### config.mk
export PLATFORM = sky130hd
export DESIGN_NAME = ssio_sdr_in_framed
export DESIGN_NICKNAME = d
export VERILOG_FILES = /design/src/rtl/ssio_sdr_in_framed.sv
export SDC_FILE = /design/constraint.sdc
export NUM_CORES = 1
export LEC_CHECK = 0
export CORE_MARGIN = 2
export CORE_UTILIZATION = 44
export CTS_BUF_LIST = sky130_fd_sc_hd__clkbuf_16
export DETAILED_ROUTE_END_ITERATION = 8
export PLACE_DENSITY = 0.81
export SYNTH_ARGS = -nofsm -noshare
export SYNTH_HDL_FRONTEND = slang
export SYNTH_SLANG_ARGS = --single-unit
export TNS_END_PERCENT = 20
### constraint.sdc
create_clock -name input_clk -period 2.12 [get_ports input_clk]
set_input_delay 0.53 -clock input_clk [delete_from_list [all_inputs] [get_ports input_clk]]
set_output_delay 0.53 -clock input_clk [all_outputs]
set_load 0.01 [all_outputs]
### src/rtl/ssio_sdr_in_framed.sv
// Source-synchronous SDR input capture with retiming, lane masking and frame/gap checking.
// Define SSIO_SDR_IN_STATS_EN to build the frame/error statistics counters.
`timescale 1ns/1ps

module ssio_sdr_in_framed #(
  parameter int LANES       = 4,
  parameter int LANE_WIDTH  = 1,
  parameter int PIPE_STAGES = 1,
  parameter int MIN_GAP     = 12
) (
  input  logic                        input_clk,
  input  logic                        rst_n,
  input  logic [LANES*LANE_WIDTH-1:0] input_d,
  input  logic                        input_dv,
  input  logic [LANES-1:0]            lane_en,
  output logic [LANES*LANE_WIDTH-1:0] output_q,
  output logic                        output_dv,
  output logic                        output_sof,
  output logic                        output_eof,
  output logic [15:0]                 output_frame_len,
  output logic                        gap_err,
  output logic [31:0]                 stat_frames,
  output logic [31:0]                 stat_errors
);

  localparam int W = LANES * LANE_WIDTH;
  localparam logic [7:0] GAP_TGT = 8'(MIN_GAP);

  typedef enum logic [1:0] {IDLE, ACTIVE, GAP, DROP} state_t;

  logic [W-1:0] lane_mask;
  logic [W-1:0] s_d;
  logic         s_dv;
  logic         eof;

  state_t       state;
  logic [7:0]   gap_cnt;
  logic [W-1:0] q_reg;
  logic         dv_reg;
  logic         sof_reg;
  logic         err_reg;
  logic [15:0]  len_reg;

  for (genvar gi = 0; gi < LANES; gi++) begin : g_mask
    assign lane_mask[gi*LANE_WIDTH +: LANE_WIDTH] = {LANE_WIDTH{lane_en[gi]}};
  end

  // Stage 0 is the capture register fed straight from the pins; the rest only retime.
  for (genvar gi = 0; gi < PIPE_STAGES; gi++) begin : g_stage
    logic [W-1:0] d;
    logic         dv;
    if (gi == 0) begin : g_cap
      always_ff @(posedge input_clk or negedge rst_n) begin
        if (!rst_n) begin
          d  <= '0;
          dv <= 1'b0;
        end else begin
          d  <= input_d;
          dv <= input_dv;
        end
      end
    end else begin : g_ret
      always_ff @(posedge input_clk or negedge rst_n) begin
        if (!rst_n) begin
          d  <= '0;
          dv <= 1'b0;
        end else begin
          d  <= g_stage[gi-1].d;
          dv <= g_stage[gi-1].dv;
        end
      end
    end
  end

  assign s_d  = g_stage[PIPE_STAGES-1].d;
  assign s_dv = g_stage[PIPE_STAGES-1].dv;

  // The output register acts as the lookahead stage: the word it holds is the
  // last of its frame exactly when the word now behind it is not valid.
  assign eof = dv_reg & ~s_dv;

  always_ff @(posedge input_clk or negedge rst_n) begin
    if (!rst_n) begin
      state   <= IDLE;
      gap_cnt <= 8'd0;
      q_reg   <= '0;
      dv_reg  <= 1'b0;
      sof_reg <= 1'b0;
      err_reg <= 1'b0;
      len_reg <= 16'd0;
    end else begin
      q_reg   <= '0;
      dv_reg  <= 1'b0;
      sof_reg <= 1'b0;
      err_reg <= 1'b0;
      case (state)
        IDLE: begin
          if (s_dv) begin
            state   <= ACTIVE;
            q_reg   <= s_d & lane_mask;
            dv_reg  <= 1'b1;
            sof_reg <= 1'b1;
            len_reg <= 16'd1;
          end
        end
        ACTIVE: begin
          if (s_dv) begin
            q_reg  <= s_d & lane_mask;
            dv_reg <= 1'b1;
            if (len_reg != 16'hFFFF) len_reg <= len_reg + 16'd1;
          end else begin
            // The idle cycle that ends the frame is the first one of the gap.
            gap_cnt <= 8'd1;
            state   <= (GAP_TGT == 8'd1) ? IDLE : GAP;
          end
        end
        GAP: begin
          if (s_dv) begin
            err_reg <= 1'b1;
            state   <= DROP;
          end else begin
            gap_cnt <= gap_cnt + 8'd1;
            if (gap_cnt + 8'd1 == GAP_TGT) state <= IDLE;
          end
        end
        DROP: begin
          if (!s_dv) begin
            gap_cnt <= 8'd1;
            state   <= (GAP_TGT == 8'd1) ? IDLE : GAP;
          end
        end
        default: state <= IDLE;
      endcase
    end
  end

  assign output_q         = q_reg;
  assign output_dv        = dv_reg;
  assign output_sof       = sof_reg;
  assign output_eof       = eof;
  assign output_frame_len = len_reg;
  assign gap_err          = err_reg;

`ifdef SSIO_SDR_IN_STATS_EN
  logic [31:0] frames_reg;
  logic [31:0] errors_reg;

  always_ff @(posedge input_clk or negedge rst_n) begin
    if (!rst_n) begin
      frames_reg <= 32'd0;
      errors_reg <= 32'd0;
    end else begin
      if (eof)     frames_reg <= frames_reg + 32'd1;
      if (err_reg) errors_reg <= errors_reg + 32'd1;
    end
  end

  assign stat_frames = frames_reg;
  assign stat_errors = errors_reg;
`else
  assign stat_frames = 32'd0;
  assign stat_errors = 32'd0;
`endif

endmodule

==> results.toml, run 1 <==
[cts]
cts_setup_buffers = 0
cts_max_level = 2
cts_tree = "yes"
cts_resized = 0
cts_buffer_depth = 2
numCtsBuffers = 5
path_clk_slew_ps = 50
clock-sinks = 38
cts_hold_buffers = 0
cts_root_buf = "clkbuf_16"
insertion_delay_ps = 280

[drt]
via_per_inst = 5.00
ant_nets = 0
drc = 0
dr_total_vias = 1886
finalWirelength_um = 4580
drtPass1Iterations = 4
drtIter0Drc = 135
routedWlPerCell_um = 12.1

[die]
die_height_um = 80.1
die_w_um = 80.1
coreArea_um2 = 5540
pin_count = 99
num_rows = 27
initial_core_util_pct = 46.0
die_area_um2 = 6420

[critical_path]
crit_chain = "nor2b_1 > clkdlybuf4s50_1"
worstSetupStartpointType = "flip-flop"
crit_arrival_ps = 1460
slowest_stage = "clkdlybuf4s50_1"
criticalPathCategory = "flip-flop to primary output"
max_stage_delay_ps = 550
crit_fanout = 10
worstPathRequired_ps = 1590
crit_path_end_kind = "primary output"

[grt]
grt_max_degree = 23
grt_pass1_vias = 1631
grt-ovfl-total = 0
grt_usage_pct = 15.3
grt_antenna_before_repair = 0
grt_pass1_wl_um = 7670

[cells_and_area]
stdcell_area_um2 = 2850
num_antenna_cells = 0
area_delta_synth_final_pct = 11.8
final_nets = 318
drive_above_1_share_pct = 9.18
nFillCells = 521
final_cells = 377
largest_register_ffs = 16

[yosys]
synth.avg_cell_area_um2 = 9.30
synth_edf_count = 0
synth_top_cell_area_share_pct = 37.3
yosys_register_bits = 38
netlist_top_cells_area = "dfrtp_1 (37%), buf_4 (19%), nand2_1 (3.4%)"
async_flop_share_pct = 100
yosysTopAreaCell = "dfrtp_1"
ys.flop_type = "dfrtp_1"
synth.distinct_cells = 51
yosys_warnings = 0
ys_seq_area_share_pct = 37.3
synth_cells = 274
syn_area_um2 = 2550

[timing]
slew_viol_final = 0
finalHoldViolCount = 0
period_needed_ps = 1990
fin_ws_ps = 125
skew_ps = 2.79
rsz0062_at_grt = "no"
setup_violations = 0
worst_slew_pin_slew_ps = 492
fin_setup_tns_ps = 0
fmax_ghz = 0.501
slew-limit-headroom_pct = 67.0
timing.final.crit_share_pct = 94.1

[job]
drv_cap = 0

[placement]
dp_cells = 369
place.gp.congestion = 0.872
place_ws_ps = 320
placed_cell_area_um2 = 2690
hpwl_um = 3440
io_buffers = 34

[pwr]
p_leak_uw = 0.00128
finalPower_uw = 2020
irDropWorstVdd_v = 0.000537
powerDensity_nw_per_um2 = 710

[status]
status = "completed"

[min_path]
holdCritPathClass = "input pin to async pin"
cells by family (layout without fill, tap and decap cells):
kind of cell | after synthesis | count (layout) | share of synthesized area (%)
simple gates | 84 | 84 | 19.8
buf+inv | 88 | 56 | 24.1
fa+ha+maj | 3 | 3 | 1.47
flops | 38 | 38 | 37.3
mux | 8 | 8 | 3.34
xor+xnor | 4 | 4 | 1.37
compound gates | 48 | 48 | 12.5
other cells | 1 | 64 | 0.147
routing by layer:
| layer | vias to the layer above | track usage, % | wire length, um |
|---|---|---|---|
| met5 | - | 0 | 0 |
| met4 | 0 | 6.44 | 74 |
| met3 | 6 | 4.94 | 362 |
| met2 | 81 | 22.8 | 2140 |
| met1 | 905 | 20.4 | 2000 |
| li1 | 894 | - | - |
cell usage after synthesis (all sizes together), types with 4 or more instances:
cell	number
clkbuf	7
o31ai	4
nor3	6
buf	71
a21oi	15
o21ai	10
dfrtp	38
nand3	11
mux2i	7
nand2b	4
nand4	5
inv	10
or4	5
and3	8
nand2	23
nor2	10
critical path, delay by kind of cell, from the launching register on:
kind          cells  cell delay [ps]
flops             1              480
buf+inv           1              550
simple gates      1              150
layout make-up:
cell class | instances | area, um2 | share of cell area [%]
clock buffer | 5 | 125 | 4.39
clock inverter | 3 | 40.0 | 1.40
inverter | 10 | 45.0 | 1.58
multi-input combinational | 211 | 1220 | 42.8
sequential | 38 | 951 | 33.4
tap | 72 | 90.1 | 3.16
timing repair buffer | 38 | 378 | 13.3
metrics by stage:
stage | util, % | hold WS [ps]
finish | 51.4 | 198
global route | 51.4 | 238
CTS | 51.4 | 222
detailed placement | 48.5 | 478
global placement | 48.5 | 467
floorplan | - | 234
cell usage in the layout (no fill, tap or decap), types with 3 or more instances in the layout:
master	synthesis	final
nor3_1	6	6
a211oi_1	3	3
xnor2_1	3	3
o31ai_1	4	4
buf_4	64	3
nand3_1	9	9
nor2_1	10	10
mux2i_1	7	7
inv_1	8	8
clkbuf_16	0	5
dfrtp_1	38	38
and3_1	8	8
ha_1	3	3
nand4_1	4	4
o211ai_1	3	3
conb_1	1	64
a21oi_1	14	14
nand2_1	23	23
o41ai_1	3	3
or4_1	5	5
nand2b_1	3	3
o21ai_0	10	10
clkdlybuf4s50_1	0	33
where the power goes:
group	total [uW]	switching (uW)	internal, uW
clock network	825	275	550
logic	333	184	149
registers	867	87.1	780
total	2020	546	1480
worst paths after layout:
| check | start | end | slack, ps | cells past startpoint |
|---|---|---|---|---|
| setup / recovery | g_stage[0].dv | output_eof | 130 | 2 |
| hold / removal | rst_n | gap_cnt[2] | 200 | 1 |
| setup reg to reg | output_frame_len[0] | output_frame_len[0] | 320 | 5 |
| hold reg to reg | g_stage[0].d[1] | output_q[1] | 490 | 1 |
| max in group asynchronous | rst_n | output_frame_len[6] | 1460 | 2 |
| min in group input_clk | g_stage[0].d[1] | output_q[1] | 490 | 1 |
Power figures use the tool's default switching activity.
==> inputs of run 2 (changes only) <==
Settings changed: CORE_UTILIZATION 44 to 40, CTS_CLUSTER_DIAMETER from default to 50, PLACE_DENSITY 0.81 to 0.77.
Clock period 2.12 ns to 1.64 ns, I/O delays scaled along.
==> run 2 against run 1 <==
  * Count of clock-buffer cells in the layout stayed put
  * Clock power grew 28%
  * Flip-flop and latch count unchanged
  * Core utilization down 2.2 points
  * Combinational power is 66% higher
  * First-iteration DRC count is 17% higher
  * Sequential power rose by 27%
  * Cell area rose by 7.8%
  * Critical path type is now flip-flop to flip-flop
  * Critical endpoint is now output_frame_len[10]
  * Highest routed layer unchanged
==> results.toml, run 2 (synthesis gave the netlist of run 1 again) <==
[status]
status = "completed"

[drt]
dr_total_vias = 1977
routedWlPerCell_um = 12.3
drtPass1Iterations = 4
drc = 0
ant_nets = 0
via_per_inst = 4.89
finalWirelength_um = 4960
drtIter0Drc = 158

[grt]
grt_max_degree = 26
grt_usage_pct = 14.6
grt_pass1_wl_um = 8240
grt_pass1_vias = 1751
grt_antenna_before_repair = 0
grt-ovfl-total = 0

[timing]
period_needed_ps = 1590
rsz0062_at_grt = "yes"
slew_viol_final = 0
timing.final.crit_share_pct = 96.7
finalHoldViolCount = 0
fmax_ghz = 0.631
setup_violations = 0
hold_slack_ps = 33.5
skew_ps = 2.28

[cells_and_area]
final_core_util_pct = 49.2
stdcell_area_um2 = 3070
area_delta_synth_final_pct = 20.5
num_antenna_cells = 0
layout_commonest_cell = "conb_1"
drive_above_1_share_pct = 18.7
final_nets = 341
final_cells = 404
largest_register_ffs = 16
most-common-layout-cells = "conb_1 (64), dfrtp_1 (34), buf_4 (26), nand2_1 (22), clkdlybuf4s50_1 (16)"

[pwr]
p_leak_uw = 0.00148
powerDensity_nw_per_um2 = 886
irDropWorstVdd_v = 0.000592
finalPower_uw = 2720

[job]
drv_cap = 0

[placement]
io_buffers = 34
hpwl_um = 3730
placed_cell_area_um2 = 2870
dp_cells = 395
place.gp.congestion = 0.906

[critical_path]
criticalPathCategory = "flip-flop to flip-flop"
crit_path_end_kind = "flip-flop"
crit_arrival_ps = 1750
worstSetupStartpointType = "flip-flop"
crit_fanout = 5
worstPathRequired_ps = 1800

[die]
num_rows = 29
die_height_um = 83.8
die_w_um = 83.8
pin_count = 99
die_area_um2 = 7030
coreArea_um2 = 6240
initial_core_util_pct = 40.8

[cts]
cts_root_buf = "clkbuf_16"
path_clk_slew_ps = 50
insertion_delay_ps = 280
cts_max_level = 2
cts_buffer_depth = 2
clock-sinks = 38
cts_hold_buffers = 0
cts_tree = "yes"
numCtsBuffers = 5

[min_path]
holdCritPathClass = "input pin to async pin"
## run 2: final timing paths
path	startpoint	end	slack [ps]	cells past startpoint
min	rst_n	output_sof	30	1
max in group asynchronous	rst_n	output_frame_len[0]	1150	2
max	output_frame_len[1]	output_frame_len[10]	50	5
min in group input_clk	g_stage[0].d[1]	output_q[1]	480	1
max reg2reg	output_frame_len[1]	output_frame_len[10]	50	5
min reg2reg	g_stage[0].d[1]	output_q[1]	480	1
## run 2: area by class of cell
class | count | area [um2]
timing repair buffer | 61 | 537
tap | 77 | 96.3
inverter | 10 | 45.0
clock inverter | 2 | 33.8
multi-input combinational | 211 | 1280
fill | 601 | 3170
clock buffer | 5 | 125
sequential | 38 | 956
## run 2: layer usage
layer | up-vias | GRT usage (%) | share of wire [%]
li1 | 931 | - | -
met1 | 959 | 18.1 | 41
met2 | 80 | 24.4 | 50
met3 | 7 | 5.04 | 7.4
met4 | 0 | 3.96 | 0.87
met5 | - | 0 | 0
## run 2: timing repair
action | 4_1_cts | 5_1_grt
endpoints found under the setup margin | 16 | 14
resized for setup | 18 | 10
gates cloned | 0 | 0
setup buffers | 1 | 1
pin swaps | 0 | 2
## run 2: worst max-delay path: stages, from the launching register on
cell	delay, ps
dfrtp_2	390
ha_4	170
and3_4	210
nand2_1	120
o311a_1	310
a221o_1	260
## run 2: per-stage QoR
stage          setup WS [ps]  TNS, ps
5_1_grt                -21.6    -62.8
3_5_place_dp           -46.2    -46.2
6_report                54.6        0
3_3_place_gp            46.0        0
4_1_cts                 5.36        0
2_1_floorplan          0.886        0
## run 2: power by group
part           switching (uW)  internal [uW]
registers                91.4           1010
logic                     303            249
clock network             361            703
